`src/rtl/vp_batch_ctrl.sv`:
```
// Batch launcher for the vector processor: accepts one batch command, runs the VP
// once per iteration and advances the operand pointers by their strides between runs.
module vp_batch_ctrl #(
    parameter int unsigned SCALAR_WIDTH = 64,
    parameter int unsigned ITER_WIDTH   = 16
) (
    input  logic                    clk,
    input  logic                    rst_n,
    input  logic                    i_cmd_vld,
    output logic                    o_cmd_rdy,
    input  logic [SCALAR_WIDTH-1:0] i_cmd_src0_ptr,
    input  logic [SCALAR_WIDTH-1:0] i_cmd_src1_ptr,
    input  logic [SCALAR_WIDTH-1:0] i_cmd_rslt_ptr,
    input  logic [SCALAR_WIDTH-1:0] i_cmd_ksk_ptr,
    input  logic [SCALAR_WIDTH-1:0] i_cmd_src0_stride,
    input  logic [SCALAR_WIDTH-1:0] i_cmd_src1_stride,
    input  logic [SCALAR_WIDTH-1:0] i_cmd_rslt_stride,
    input  logic [SCALAR_WIDTH-1:0] i_cmd_step,
    input  logic [ITER_WIDTH-1:0]   i_cmd_iter,
    input  logic                    i_abort,
    output logic                    o_start_vp,
    input  logic                    i_done_vp,
    output logic [SCALAR_WIDTH-1:0] o_csr_vp_src0_ptr,
    output logic [SCALAR_WIDTH-1:0] o_csr_vp_src1_ptr,
    output logic [SCALAR_WIDTH-1:0] o_csr_vp_rslt_ptr,
    output logic [SCALAR_WIDTH-1:0] o_csr_vp_ksk_ptr,
    output logic [SCALAR_WIDTH-1:0] o_csr_vp_step,
    output logic                    o_busy,
    output logic [ITER_WIDTH-1:0]   o_iter_idx,
    output logic                    o_done,
    output logic                    o_aborted
);

    typedef enum logic [2:0] {
        S_IDLE,
        S_LAUNCH,
        S_WAIT,
        S_ADVANCE,
        S_FINISH
    } state_e;

    state_e                  state_q,       state_d;
    logic [SCALAR_WIDTH-1:0] src0_ptr_q,    src0_ptr_d;
    logic [SCALAR_WIDTH-1:0] src1_ptr_q,    src1_ptr_d;
    logic [SCALAR_WIDTH-1:0] rslt_ptr_q,    rslt_ptr_d;
    logic [SCALAR_WIDTH-1:0] ksk_ptr_q,     ksk_ptr_d;
    logic [SCALAR_WIDTH-1:0] step_q,        step_d;
    logic [SCALAR_WIDTH-1:0] src0_stride_q, src0_stride_d;
    logic [SCALAR_WIDTH-1:0] src1_stride_q, src1_stride_d;
    logic [SCALAR_WIDTH-1:0] rslt_stride_q, rslt_stride_d;
    logic [ITER_WIDTH-1:0]   iter_q,        iter_d;
    logic [ITER_WIDTH-1:0]   iter_idx_q,    iter_idx_d;
    logic                    abort_q,       abort_d;
    logic                    last_run;

    // iter_q is never zero while in WAIT, so iter_q - 1 cannot underflow there.
    assign last_run = (iter_idx_q == iter_q - ITER_WIDTH'(1));

    always_comb begin
        state_d       = state_q;
        src0_ptr_d    = src0_ptr_q;
        src1_ptr_d    = src1_ptr_q;
        rslt_ptr_d    = rslt_ptr_q;
        ksk_ptr_d     = ksk_ptr_q;
        step_d        = step_q;
        src0_stride_d = src0_stride_q;
        src1_stride_d = src1_stride_q;
        rslt_stride_d = rslt_stride_q;
        iter_d        = iter_q;
        iter_idx_d    = iter_idx_q;
        abort_d       = abort_q;

        if (state_q != S_IDLE && i_abort) begin
            abort_d = 1'b1;
        end

        unique case (state_q)
            S_IDLE: begin
                if (i_cmd_vld) begin
                    src0_ptr_d    = i_cmd_src0_ptr;
                    src1_ptr_d    = i_cmd_src1_ptr;
                    rslt_ptr_d    = i_cmd_rslt_ptr;
                    ksk_ptr_d     = i_cmd_ksk_ptr;
                    step_d        = i_cmd_step;
                    src0_stride_d = i_cmd_src0_stride;
                    src1_stride_d = i_cmd_src1_stride;
                    rslt_stride_d = i_cmd_rslt_stride;
                    iter_d        = i_cmd_iter;
                    iter_idx_d    = '0;
                    abort_d       = 1'b0;
                    state_d       = (i_cmd_iter == '0) ? S_FINISH : S_LAUNCH;
                end
            end
            S_LAUNCH: begin
                state_d = S_WAIT;
            end
            S_WAIT: begin
                if (i_done_vp) begin
                    state_d = (last_run || abort_q) ? S_FINISH : S_ADVANCE;
                end
            end
            S_ADVANCE: begin
                src0_ptr_d = src0_ptr_q + src0_stride_q;
                src1_ptr_d = src1_ptr_q + src1_stride_q;
                rslt_ptr_d = rslt_ptr_q + rslt_stride_q;
                iter_idx_d = iter_idx_q + ITER_WIDTH'(1);
                state_d    = S_LAUNCH;
            end
            S_FINISH: begin
                state_d = S_IDLE;
            end
            default: begin
                state_d = S_IDLE;
            end
        endcase
    end

    always_ff @(posedge clk or negedge rst_n) begin
        if (!rst_n) begin
            state_q       <= S_IDLE;
            src0_ptr_q    <= '0;
            src1_ptr_q    <= '0;
            rslt_ptr_q    <= '0;
            ksk_ptr_q     <= '0;
            step_q        <= '0;
            src0_stride_q <= '0;
            src1_stride_q <= '0;
            rslt_stride_q <= '0;
            iter_q        <= '0;
            iter_idx_q    <= '0;
            abort_q       <= 1'b0;
        end else begin
            state_q       <= state_d;
            src0_ptr_q    <= src0_ptr_d;
            src1_ptr_q    <= src1_ptr_d;
            rslt_ptr_q    <= rslt_ptr_d;
            ksk_ptr_q     <= ksk_ptr_d;
            step_q        <= step_d;
            src0_stride_q <= src0_stride_d;
            src1_stride_q <= src1_stride_d;
            rslt_stride_q <= rslt_stride_d;
            iter_q        <= iter_d;
            iter_idx_q    <= iter_idx_d;
            abort_q       <= abort_d;
        end
    end

    assign o_cmd_rdy         = (state_q == S_IDLE);
    assign o_busy            = (state_q != S_IDLE);
    assign o_start_vp        = (state_q == S_LAUNCH);
    assign o_done            = (state_q == S_FINISH);
    assign o_aborted         = (state_q == S_FINISH) && abort_q;
    assign o_iter_idx        = iter_idx_q;
    assign o_csr_vp_src0_ptr = src0_ptr_q;
    assign o_csr_vp_src1_ptr = src1_ptr_q;
    assign o_csr_vp_rslt_ptr = rslt_ptr_q;
    assign o_csr_vp_ksk_ptr  = ksk_ptr_q;
    assign o_csr_vp_step     = step_q;

endmodule
```
`config.mk`:
```
export PLATFORM = sky130hd
export DESIGN_NAME = vp_batch_ctrl
export DESIGN_NICKNAME = d
export VERILOG_FILES = /design/src/rtl/vp_batch_ctrl.sv
export SDC_FILE = /design/constraint.sdc
export NUM_CORES = 2
export LEC_CHECK = 0
export ABC_AREA = 1
export BUFFER_PORTS_ARGS = -buffer_cell sky130_fd_sc_hd__buf_2
export CORE_AREA = 2 2 345 347
export DETAILED_ROUTE_END_ITERATION = 6
export DIE_AREA = 0 0 347 349
export GPL_TIMING_DRIVEN = 1
export PLACE_DENSITY = 0.51
export SLEW_MARGIN = 15
export SYNTH_ARGS = -nofsm -noshare
export SYNTH_HDL_FRONTEND = slang
export SYNTH_SLANG_ARGS = --single-unit
```
`constraint.sdc`:
```
create_clock -name clk -period 2.2 [get_ports clk]
set_clock_uncertainty 0.1 [all_clocks]
set_input_delay 0 -clock clk [delete_from_list [all_inputs] [get_ports clk]]
set_output_delay 0 -clock clk [all_outputs]
set_load 0.01 [all_outputs]
```
==> results.yml <==
final_layout:
  layout-drive-gt1-share_pct: 46.02
  layout.cells.non_filler: 10010
  fin_util_pct: 62.63
  layout_common_cells: "nand2_1 (1,699), buf_4 (1,065), buf_2 (872)"
  fillers: 9918
  syn2layout_area_growth_pct: 99.55
  final_nets: 9135
  final_common_cell: "nand2_1"
min_path:
  whs_endpoint: "src0_stride_q[13]"
  worstHoldStart: "i_cmd_src0_stride[13]"
  hp-class: "in2reg"
  min_path_cells: 4
timing:
  final-max-slew-violation-count: 0
  worst_hold_slack_ns: 0.01473
  fin_ws_ns: -0.2329
  post-route-min-period_ns: 2.433
  fmax_mhz: 411.0
  slew_headroom_pct: 60.12
  hold_viol: 0
  rsz0062_at_grt: "true"
  worst_pin_slew_ns: 0.5982
  finalSetupViolCount: 119
  period_share_pct: 110.6
clock_tree:
  clk_path_buf_depth: 3
  cts_tree: "yes"
  cts-htree-levels: 3
  clock-sinks: 548
  clock_latency_ns: 0.66
  clk_pin_slew_ns: 0.05
  numCtsBuffers: 70
  root_buffer: "clkbuf_16"
grt:
  grt_use_met3_pct: 4.812
  track_usage_pct: 31.71
  use_met2_pct: 54.51
  grt_pass1_vias: 49720
  grt_start_max_net_pins: 102
  top_usage_layer: "met2"
  grt_overflow_total: 0
  met1_usage_pct: 40.49
  antenna_found_initial: 17
  grt_first_pass_wirelength_um: 295900
critical_path:
  rrSetupSlack_ns: -0.23
  cp.required_ns: 2.66
  reg2reg_to: "o_csr_vp_rslt_ptr[46]"
  r2r_start: "rslt_stride_q[0]"
  worstSetupPathType: "reg2reg"
  path_max_fanout: 4
  worstSetupEndpointType: "register"
  startpoint_type: "register"
  reg2reg_depth: 16
  crit_arrival_ns: 2.89
routing:
  wl_per_cell_um: 20.35
  drc_errors: 0
  drt-initial-drc-count: 3426
  vias_per_cell: 4.973
  final_antenna_net_count: 0
  totalWireLength_um: 203600
  num_vias: 49770
  drtPass1Iterations: 5
placed_design:
  dp_cells: 8753
  dp_hpwl_um: 147100
  io_buffers: 873
  gp_congestion: 1.020
  pre_cts_slack_ns: -0.5727
die:
  rows: 126
  ios: 874
  start_util_pct: 31.38
  dieArea_sq_um: 121100
  die_w_um: 347
  die_y_um: 349
  core_area_sq_um: 117500
synthesis:
  netlist_instances: 5501
  yosysWarnings: 0
  synth_cell_types: 45
  async_reset_ff_share_pct: 100.0
  synth_fp_nets: 6228
  synth.cell_area_sq_um: 36860
  synth-edff-count: 0
  avgSynthCellArea_sq_um: 6.701
  ys.flop_type: "dfrtp_1"
  yosysSeqAreaShare_pct: 37.20
  ys_seq_elements: 548
outcome:
  violations: "setup timing"
  outcome: "finished with violations"
power_and_ir_drop:
  p_comb_share_pct: 75.5
  ir_drop_mv: 0.8242
  p_leak_nw: 36.00
  p_sw_share_pct: 48.84
  p_switching_w: 0.06418
  p_per_area_nw_per_um2: 1787
  power_frac_clock_pct: 9.4
  p_int_w: 0.06724
  p_seq_share_pct: 15.2
run:
  drv_cap: 0
==> what timing repair did <==
| item | CTS | global route |
|---|---|---|
| resized for setup | 1371 | 1209 |
| hold buffers | 840 | 0 |
| gates cloned | 1 | 2 |
| endpoints found under the hold margin | 1083 | 0 |
| setup buffers | 113 | 191 |
| endpoints found under the setup margin | 162 | 200 |
| pin swaps | 281 | 551 |
==> synth_stat cells, drive strengths merged, types with 28 or more instances <==
cell type | instances | share of area [%]
nand2 | 2109 | 22
inv | 591 | 6.0
dfrtp | 548 | 37
nor2 | 527 | 5.4
a21oi | 378 | 5.1
nand3 | 352 | 4.8
o21ai | 302 | 4.1
ha | 191 | 6.5
buf | 91 | 1.4
a22o | 81 | 1.9
clkbuf | 47 | 0.48
nor3 | 47 | 0.67
o21bai | 40 | 0.81
nand4 | 36 | 0.61
nand3b | 28 | 0.57
==> kinds of logic (layout without fill, tap and decap cells) <==
family                   Yosys count  after routing  synth area share (%)
buffers and inverters            732           3692                 7.970
other                              0             10                     0
adder cells (fa/ha/maj)          194            194                 6.646
AND/OR/NAND/NOR                 3133           3133                 34.15
AO/OA/AOI/OAI                    856            856                 13.12
multiplexers                       2              2               0.05431
XOR/XNOR                          36             36                0.8554
flip-flops                       548            548                 37.20
==> layer usage <==
layer  routed length [um]  part of all wire (%)
met5                   92                 0.045
met4                 7838                   3.8
met3                13180                   6.5
met2                98440                    48
met1                84050                    41
==> sequential cells by signal, summed over array words and instances (netlist names) <==
signal,cells
src1_stride_q,64
iter_q,16
o_csr_vp_src1_ptr,64
rslt_stride_q,64
o_iter_idx,16
o_csr_vp_ksk_ptr,64
src0_stride_q,64
o_csr_vp_step,64
o_csr_vp_rslt_ptr,64
abort_q,1
o_csr_vp_src0_ptr,64
state_q,3
==> power by group through the flow <==
| stage | Sequential (W) | Clock (W) | Combinational [W] |
|---|---|---|---|
| floorplan | 0.0192 | 0 | 0.0311 |
| finish | 0.0199 | 0.0123 | 0.0992 |
| CTS | 0.0196 | 0.0125 | 0.0824 |
| detailed placement | 0.0184 | 0 | 0.0667 |
| global placement | 0.0184 | 0 | 0.0667 |
| global route | 0.0203 | 0.0129 | 0.106 |
==> how the worst max path moves through the flow <==
stage                          from               endpoint  depth (start not counted)  slack, ns
2_1_floorplan  o_csr_vp_rslt_ptr[0]  o_csr_vp_rslt_ptr[62]                         16      -0.03
3_3_place_gp      rslt_stride_q[33]  o_csr_vp_rslt_ptr[50]                         12      -0.62
3_5_place_dp       src0_stride_q[0]  o_csr_vp_src0_ptr[54]                         18      -0.57
4_1_cts            rslt_stride_q[0]  o_csr_vp_rslt_ptr[46]                         16      -0.20
5_1_grt            src1_stride_q[0]  o_csr_vp_src1_ptr[32]                         17      -0.37
6_report           rslt_stride_q[0]  o_csr_vp_rslt_ptr[46]                         16      -0.23
==> metrics by stage <==
step	cell area (sq um)	power [W]	TNS (ns)
floorplan	36910	0.05025	-0.05750
global placement	50210	0.08508	-40.48
detailed placement	50210	0.08517	-41.91
CTS	67420	0.1145	-5.143
global route	73550	0.1389	-22.85
finish	73560	0.1314	-8.671
==> final cells by class <==
class                           instances  area, sq um  share of cell area [%]
Multi-Input combinational cell       4221        29820                   40.54
Antenna cell                           10        25.02                 0.03402
Timing Repair Buffer                 2973        23340                   31.73
Clock buffer                           91         1951                   2.652
Tap cell                             1536         1922                   2.613
Inverter                              594         2290                   3.113
Sequential cell                       548        13740                   18.68
Clock inverter                         34        469.2                  0.6379
==> critical path, cell delays in order (launching register included) <==
cell and delay (ns):
dfrtp_1 0.35, ha_2 0.20, inv_2 0.04, fa_2 0.33
nand3b_1 0.20, nand2_4 0.13, nand2_4 0.06, nand2_4 0.07
nand2_4 0.07, a21oi_4 0.22, nand2_2 0.10, nand2_4 0.13
nand2_2 0.07, nand2_1 0.06, nand2_1 0.06, nand3_2 0.09
nand2_2 0.06
No activity file was read; power rests on OpenSTA's default activity.
